File: config.mk
export PLATFORM = sky130hd
export DESIGN_NAME = jtag_tap_ctrl
export DESIGN_NICKNAME = d
export VERILOG_FILES = /design/src/rtl/jtag_tap_ctrl.sv
export SDC_FILE = /design/constraint.sdc
export NUM_CORES = 1
export LEC_CHECK = 0
export BUFFER_PORTS_ARGS = -buffer_cell sky130_fd_sc_hd__buf_4
export CAP_MARGIN = 15
export CELL_PAD_IN_SITES_DETAIL_PLACEMENT = 0
export CELL_PAD_IN_SITES_GLOBAL_PLACEMENT = 2
export CORE_UTILIZATION = 26
export DETAILED_ROUTE_END_ITERATION = 6
export MAX_ROUTING_LAYER = met4
export PLACE_DENSITY = 0.85
export SETUP_SLACK_MARGIN = 0.05
export SYNTH_ARGS = -nofsm -noshare
export SYNTH_HDL_FRONTEND = slang
export SYNTH_SLANG_ARGS = --single-unit
File: constraint.sdc
create_clock -name tck -period 1.67 [get_ports tck]
set_clock_uncertainty 0.1 [all_clocks]
set_input_delay 0.2505 -clock tck [delete_from_list [all_inputs] [get_ports tck]]
set_output_delay 0.2505 -clock tck [all_outputs]
set_load 0.005 [all_outputs]
File: src/rtl/jtag_tap_ctrl.sv
// jtag_tap_ctrl: 1149.1 TAP slave with IR, BYPASS and NUM_DR user DRs.
// Optional IDCODE register enabled by defining JTAG_TAP_IDCODE_EN.
module jtag_tap_ctrl #(
  parameter int unsigned IR_W       = 4,
  parameter int unsigned NUM_DR     = 4,
  parameter int unsigned DR_W       = 16,
  parameter int unsigned DR_BASE    = 2,
  parameter logic [31:0] IDCODE_VAL = 32'h1000_0001
) (
  input  logic                     tck,
  input  logic                     trst,
  input  logic                     tms,
  input  logic                     tdi,
  output logic                     tdo,
  output logic                     tdo_en,
  output logic [3:0]               tap_state,
  output logic [IR_W-1:0]          ir_out,
  input  logic [NUM_DR*DR_W-1:0]   dr_capture_data,
  output logic [NUM_DR*DR_W-1:0]   dr_update_data,
  output logic [NUM_DR-1:0]        dr_update_pulse
);

  typedef enum logic [3:0] {
    TLR   = 4'hF, RTI   = 4'hC,
    SELDR = 4'h7, CAPDR = 4'h6,
    SHDR  = 4'h2, EX1DR = 4'h1,
    PAUDR = 4'h3, EX2DR = 4'h0,
    UPDDR = 4'h5, SELIR = 4'h4,
    CAPIR = 4'hE, SHIR  = 4'hA,
    EX1IR = 4'h9, PAUIR = 4'hB,
    EX2IR = 4'h8, UPDIR = 4'hD
  } state_t;

`ifdef JTAG_TAP_IDCODE_EN
  localparam logic [IR_W-1:0] RST_OP = IR_W'(1);
`else
  localparam logic [IR_W-1:0] RST_OP = {IR_W{1'b1}};
`endif
  localparam logic [IR_W-1:0] IR_CAP = IR_W'(1);

  state_t              r_state;
  logic [IR_W-1:0]     r_ir_shift;
  logic [IR_W-1:0]     r_ir_out;
  logic                r_byp;
  logic [DR_W-1:0]     r_dr_shift;
  logic [NUM_DR*DR_W-1:0] r_upd_data;
  logic [NUM_DR-1:0]   r_upd_pulse;

  logic [NUM_DR-1:0]   w_dr_sel;
  logic                w_dr_hit;
  logic [DR_W-1:0]     w_cap;
  logic                w_sel_byp;
  logic                w_dr_lsb;
  logic [DR_W-1:0]     w_dr_next;

  function automatic state_t f_next(state_t s, logic m);
    f_next = s;
    unique case (s)
      TLR:   f_next = m ? TLR   : RTI;
      RTI:   f_next = m ? SELDR : RTI;
      SELDR: f_next = m ? SELIR : CAPDR;
      CAPDR: f_next = m ? EX1DR : SHDR;
      SHDR:  f_next = m ? EX1DR : SHDR;
      EX1DR: f_next = m ? UPDDR : PAUDR;
      PAUDR: f_next = m ? EX2DR : PAUDR;
      EX2DR: f_next = m ? UPDDR : SHDR;
      UPDDR: f_next = m ? SELDR : RTI;
      SELIR: f_next = m ? TLR   : CAPIR;
      CAPIR: f_next = m ? EX1IR : SHIR;
      SHIR:  f_next = m ? EX1IR : SHIR;
      EX1IR: f_next = m ? UPDIR : PAUIR;
      PAUIR: f_next = m ? EX2IR : PAUIR;
      EX2IR: f_next = m ? UPDIR : SHIR;
      UPDIR: f_next = m ? SELDR : RTI;
    endcase
  endfunction

  // Decode the active instruction into a one-hot user DR select.
  always_comb begin
    w_dr_sel = '0;
    w_cap    = '0;
    for (int k = 0; k < int'(NUM_DR); k++) begin
      if (r_ir_out == IR_W'(DR_BASE + k)) begin
        w_dr_sel[k] = 1'b1;
        w_cap       = dr_capture_data[k*DR_W +: DR_W];
      end
    end
  end

  assign w_dr_hit  = |w_dr_sel;
  assign w_dr_next = (r_dr_shift >> 1) | (DR_W'(tdi) << (DR_W - 1));

`ifdef JTAG_TAP_IDCODE_EN
  logic        w_sel_idc;
  logic [31:0] r_idc;
  assign w_sel_idc = (r_ir_out == IR_W'(1));
  assign w_sel_byp = !w_dr_hit && !w_sel_idc;

  // IDCODE register: capture the fixed ID, then shift it out LSB first.
  always_ff @(posedge tck) begin
    if (trst)
      r_idc <= '0;
    else if (w_sel_idc && r_state == CAPDR)
      r_idc <= IDCODE_VAL;
    else if (w_sel_idc && r_state == SHDR)
      r_idc <= {tdi, r_idc[31:1]};
  end
`else
  logic w_unused_idc;
  assign w_unused_idc = ^IDCODE_VAL;
  assign w_sel_byp    = !w_dr_hit;
`endif

  // Select the serial output of whichever DR is active.
  always_comb begin
    w_dr_lsb = r_byp;
    if (w_dr_hit)
      w_dr_lsb = r_dr_shift[0];
`ifdef JTAG_TAP_IDCODE_EN
    if (w_sel_idc)
      w_dr_lsb = r_idc[0];
`endif
  end

  // TAP state machine advances on tms every tck.
  always_ff @(posedge tck) begin
    if (trst)
      r_state <= TLR;
    else
      r_state <= f_next(r_state, tms);
  end

  // Instruction register: capture, shift and commit on UpdIR.
  always_ff @(posedge tck) begin
    if (trst) begin
      r_ir_shift <= '0;
      r_ir_out   <= RST_OP;
    end else begin
      unique case (r_state)
        TLR:     r_ir_out   <= RST_OP;
        CAPIR:   r_ir_shift <= IR_CAP;
        SHIR:    r_ir_shift <= {tdi, r_ir_shift[IR_W-1:1]};
        UPDIR:   r_ir_out   <= r_ir_shift;
        default: ;
      endcase
    end
  end

  // Shared user-DR shifter and the BYPASS bit.
  always_ff @(posedge tck) begin
    if (trst) begin
      r_dr_shift <= '0;
      r_byp      <= 1'b0;
    end else if (r_state == CAPDR) begin
      if (w_dr_hit)  r_dr_shift <= w_cap;
      if (w_sel_byp) r_byp      <= 1'b0;
    end else if (r_state == SHDR) begin
      if (w_dr_hit)  r_dr_shift <= w_dr_next;
      if (w_sel_byp) r_byp      <= tdi;
    end
  end

  // Commit the shifted value to the selected DR and strobe it once.
  always_ff @(posedge tck) begin
    if (trst) begin
      r_upd_data  <= '0;
      r_upd_pulse <= '0;
    end else begin
      r_upd_pulse <= '0;
      if (r_state == UPDDR) begin
        for (int k = 0; k < int'(NUM_DR); k++) begin
          if (w_dr_sel[k]) begin
            r_upd_data[k*DR_W +: DR_W] <= r_dr_shift;
            r_upd_pulse[k]             <= 1'b1;
          end
        end
      end
    end
  end

  assign tdo = (r_state == SHIR) ? r_ir_shift[0] :
               (r_state == SHDR) ? w_dr_lsb : 1'b0;
  assign tdo_en          = (r_state == SHIR) || (r_state == SHDR);
  assign tap_state       = r_state;
  assign ir_out          = r_ir_out;
  assign dr_update_data  = r_upd_data;
  assign dr_update_pulse = r_upd_pulse;

endmodule

==> metrics.md <==
| Metric | Value |
|---|---|
| Relative area change from synthesis to final layout | 58.7% |
| Most frequent standard cell in the layout excluding fill and tap cells | sky130_fd_sc_hd__buf_4 |
| Largest cells by area after synthesis | sky130_fd_sc_hd__dfxtp_1 44%, sky130_fd_sc_hd__mux2i_1 7.6%, sky130_fd_sc_hd__nand2_1 7.3% |
| CP max stage delay | 370 ps |
| DP Cell Count | 884 |
| Fraction of registers with async set/reset | 0 |
| Final Hold Viols | 0 |
| Most frequent cells in the layout | 185 x sky130_fd_sc_hd__buf_4, 90 x sky130_fd_sc_hd__dfxtp_1, 70 x sky130_fd_sc_hd__nand2_1 |
| Transition time at the pin with the least slew margin | 550 ps |
| Share of layout cells above drive strength 1 | 0.448 |
| Final Non-Filler Cells | 923 |
| Worst-path clk slew | around 70 ps |
| Die Y | 133 microns |
| Worst hold margin | ~73 ps |
| End-of-flow core utilization | 0.424 |
| Dpl ws | -71.3 ps |
| EDFF count, synth | 0 |
| Slew Limit Fails | 0 |
| Total via count in the routed design | around 4600 |
| Number of buffers and inverters on the critical path | 1 |
| Failing checks | negative setup slack |
| Number of I/O pins | ~150 |
| Total wire length after detailed routing | about 17000 microns |
| Number of rows in the core area | 47 |
| Largest net degree at the start of global routing | 67 |
| Total chip power | approximately 5.3 mW |
| Required arrival time at the worst endpoint | roughly 1300 ps |
| RSZ-0062 raised after global routing | yes |
| Total core area | between 15000 and 20000 sq um |
| Fraction of the yosys area taken by sequential cells | 0.436 |
| Most used DFF post-synth | sky130_fd_sc_hd__dfxtp_1 |
| GPL Wtd Cong | ~0.83 |
| Starting Density | 0.267 |
| Share of the clock period used by the worst path | 1.07 |
| Setup total negative slack | -1630 ps |
| Post-synthesis instance area | 4450 sq um |
| Residual antenna-violating net count after detailed routing | 0 |
| Critical path's slowest cell | sky130_fd_sc_hd__dfxtp_4 |
| Post-synthesis average cell area | roughly 8.6 sq um |
| Final setup violating endpoints | 42 |
| Filler cells | approximately 1600 |
| Final setup margin | -120 ps |
| Clk sink count | between 90 and 100 |
| Outcome | finished, violations left |
| Number of antenna cells inserted | 0 |
| Remaining global-route overflow | 0 |
| Wire length per cell after detailed routing | 18.0 microns |
| Crit. path cell count | 5 |
| Dominant cell type by area after synthesis | sky130_fd_sc_hd__dfxtp_1 |
| First DRT Iteration DRCs | 260 |
| Syn nets | ~590 |
| Overall fraction of global-route tracks in use | 0.190 |
| Initial antenna violation count | 0 |
| Power density cells | 745 nW/um^2 |
| Category of the most critical setup path | flip-flop to output pin |
| Maximum achievable frequency | 559 MHz |
| Worst EP arrival | approximately 1400 ps |
| Clock latency reported for the late side of the worst-skew pair | approximately 350 ps |
| Final period demand of the worst path | approximately 1800 ps |
| PortBufs | ~150 |
| Number of nets in the layout | 766 |
| Remaining design rule violation count | 0 |
| CP Cell Sequence | xnor2_4 -> nor2_4 -> mux2i_2 -> a21oi_1 -> buf_4 |
| Synth cell types | between 40 and 50 |
| Worst-case clock buffer depth | 2 |
| Crit end category | output pin |
| Hold Crit Class | primary input to flip-flop |
| Vias in the first global route | 4368 |
| Vias per inst | 4.93 |
| Number of clock buffers inserted by TritonCTS | 9 |
| HPWL after detailed placement | about 12000 microns |
| Max transition margin | 0.633 |
| Number of max-capacitance violations reported | 0 |
| First-pass GRT wire length | ~25000 microns |
| Area post-placement | around 6000 sq um |
| Worst-case vdd ir drop | ~410 uV |
| Area enclosed by the die boundary | 17600 sq um |
| Summed area of non-filler cells in the final layout | approximately 7100 sq um |
| Critical Path Start Type | flip-flop |
| Yosys synthesis warning count | 0 |
| Horizontal die dimension | ~130 microns |
| Portion of synthesized cell area occupied by the leading cell type | 0.436 |
| CTS root buffer | sky130_fd_sc_hd__clkbuf_16 |
| Worst hold stages | 2 |
| Crit path max-delay family | flip-flops |
| H-tree level count | 3 |
| Count of mapped cells out of synthesis | roughly 520 |
| CTS tree | built |
| First drt pass iteration count | 4 |
| Maximum fanout along the worst path | 2 |
| P_leak | 3.13 nW |
| Number of cells traversed by the worst register-to-register path | 8 |
| Yosys reg bits | just under 100 |
==> flip-flops by register name, indices dropped and copies added, names as in the netlist <==
name and flops:
r_ir_shift 4, dr_update_pulse 4, r_dr_shift 16, dr_update_data 64, r_byp 1, ir_out 4
tap_state 4
==> metal layers <==
metal | up-vias | global-route usage | share of wire
li1 | 2196 | - | -
met5 | - | - | 0
met1 | 2157 | 0.238 | 0.45
met4 | 0 | 0.0773 | 0.021
met2 | 177 | 0.308 | 0.48
met3 | 21 | 0.0230 | 0.053
==> layout make-up <==
class | count | area [sq um] | area share
clock inverters | 7 | 85.1 | 0.0120
inverters | 13 | 48.8 | 0.00691
multi-input cells | 359 | 2580 | 0.365
repair buffers | 218 | 1890 | 0.268
flip-flops and latches | 97 | 1960 | 0.277
well taps | 220 | 275 | 0.0390
clock buffers | 9 | 225 | 0.0319
==> cell usage after synthesis, drive strengths merged, types with 3 or more instances <==
| master | instances |
|---|---|
| a211o | 9 |
| a21o | 8 |
| a21oi | 46 |
| a221o | 6 |
| a32o | 6 |
| a32oi | 8 |
| buf | 23 |
| clkbuf | 27 |
| dfxtp | 97 |
| inv | 13 |
| mux2i | 34 |
| nand2 | 86 |
| nand2b | 3 |
| nand4 | 8 |
| nor2 | 44 |
| nor2b | 12 |
| nor3 | 8 |
| nor3b | 4 |
| nor4 | 8 |
| nor4bb | 9 |
| o21ai | 18 |
| o21bai | 8 |
| o221ai | 6 |
==> what timing repair did <==
action                     in CTS  in global routing
gates resized for setup        49                 78
hold buffers                    0                  0
setup buffers                  10                  7
pin swaps                      19                 37
gates cloned                    7                  1
setup endpoints to repair      64                 84
==> power breakdown <==
part           internal, mW  switching, mW  total [mW]  leakage (nW)
sequential             2.34         0.0357        2.37         0.781
combinational         0.360          0.352       0.712          2.19
clock                  1.19          0.991        2.18         0.153
==> kinds of logic (layout without fill, tap and decap cells) <==
logic type	count (synthesis)	in the layout	share of synthesized area
DFF	97	97	0.436
muxes	36	36	0.0815
buffers and inverters	63	247	0.0666
and+or+nand+nor	198	198	0.226
xor gates and xnor gates	1	1	0.00197
AOI/OAI and AO/OA	124	124	0.188
==> worst paths after layout <==
check,endpoint,start,slack (ps)
setup / recovery,tdo,ir_out[2],-120
hold / removal,tap_state[0],tms,70
setup reg to reg,dr_update_data[30],ir_out[2],-110
hold reg to reg,dr_update_data[12],dr_update_data[12],360
==> worst register-to-register path, cell delays in order, from the launching register on <==
cell and delay [ps]:
sky130_fd_sc_hd__dfxtp_4 370, sky130_fd_sc_hd__buf_6 130, sky130_fd_sc_hd__and3b_2 250, sky130_fd_sc_hd__nor3b_4 230, sky130_fd_sc_hd__buf_6 150, sky130_fd_sc_hd__buf_12 100, sky130_fd_sc_hd__buf_16 110, sky130_fd_sc_hd__mux2i_1 170
sky130_fd_sc_hd__nor2_1 60
Power figures use the tool's default switching activity.
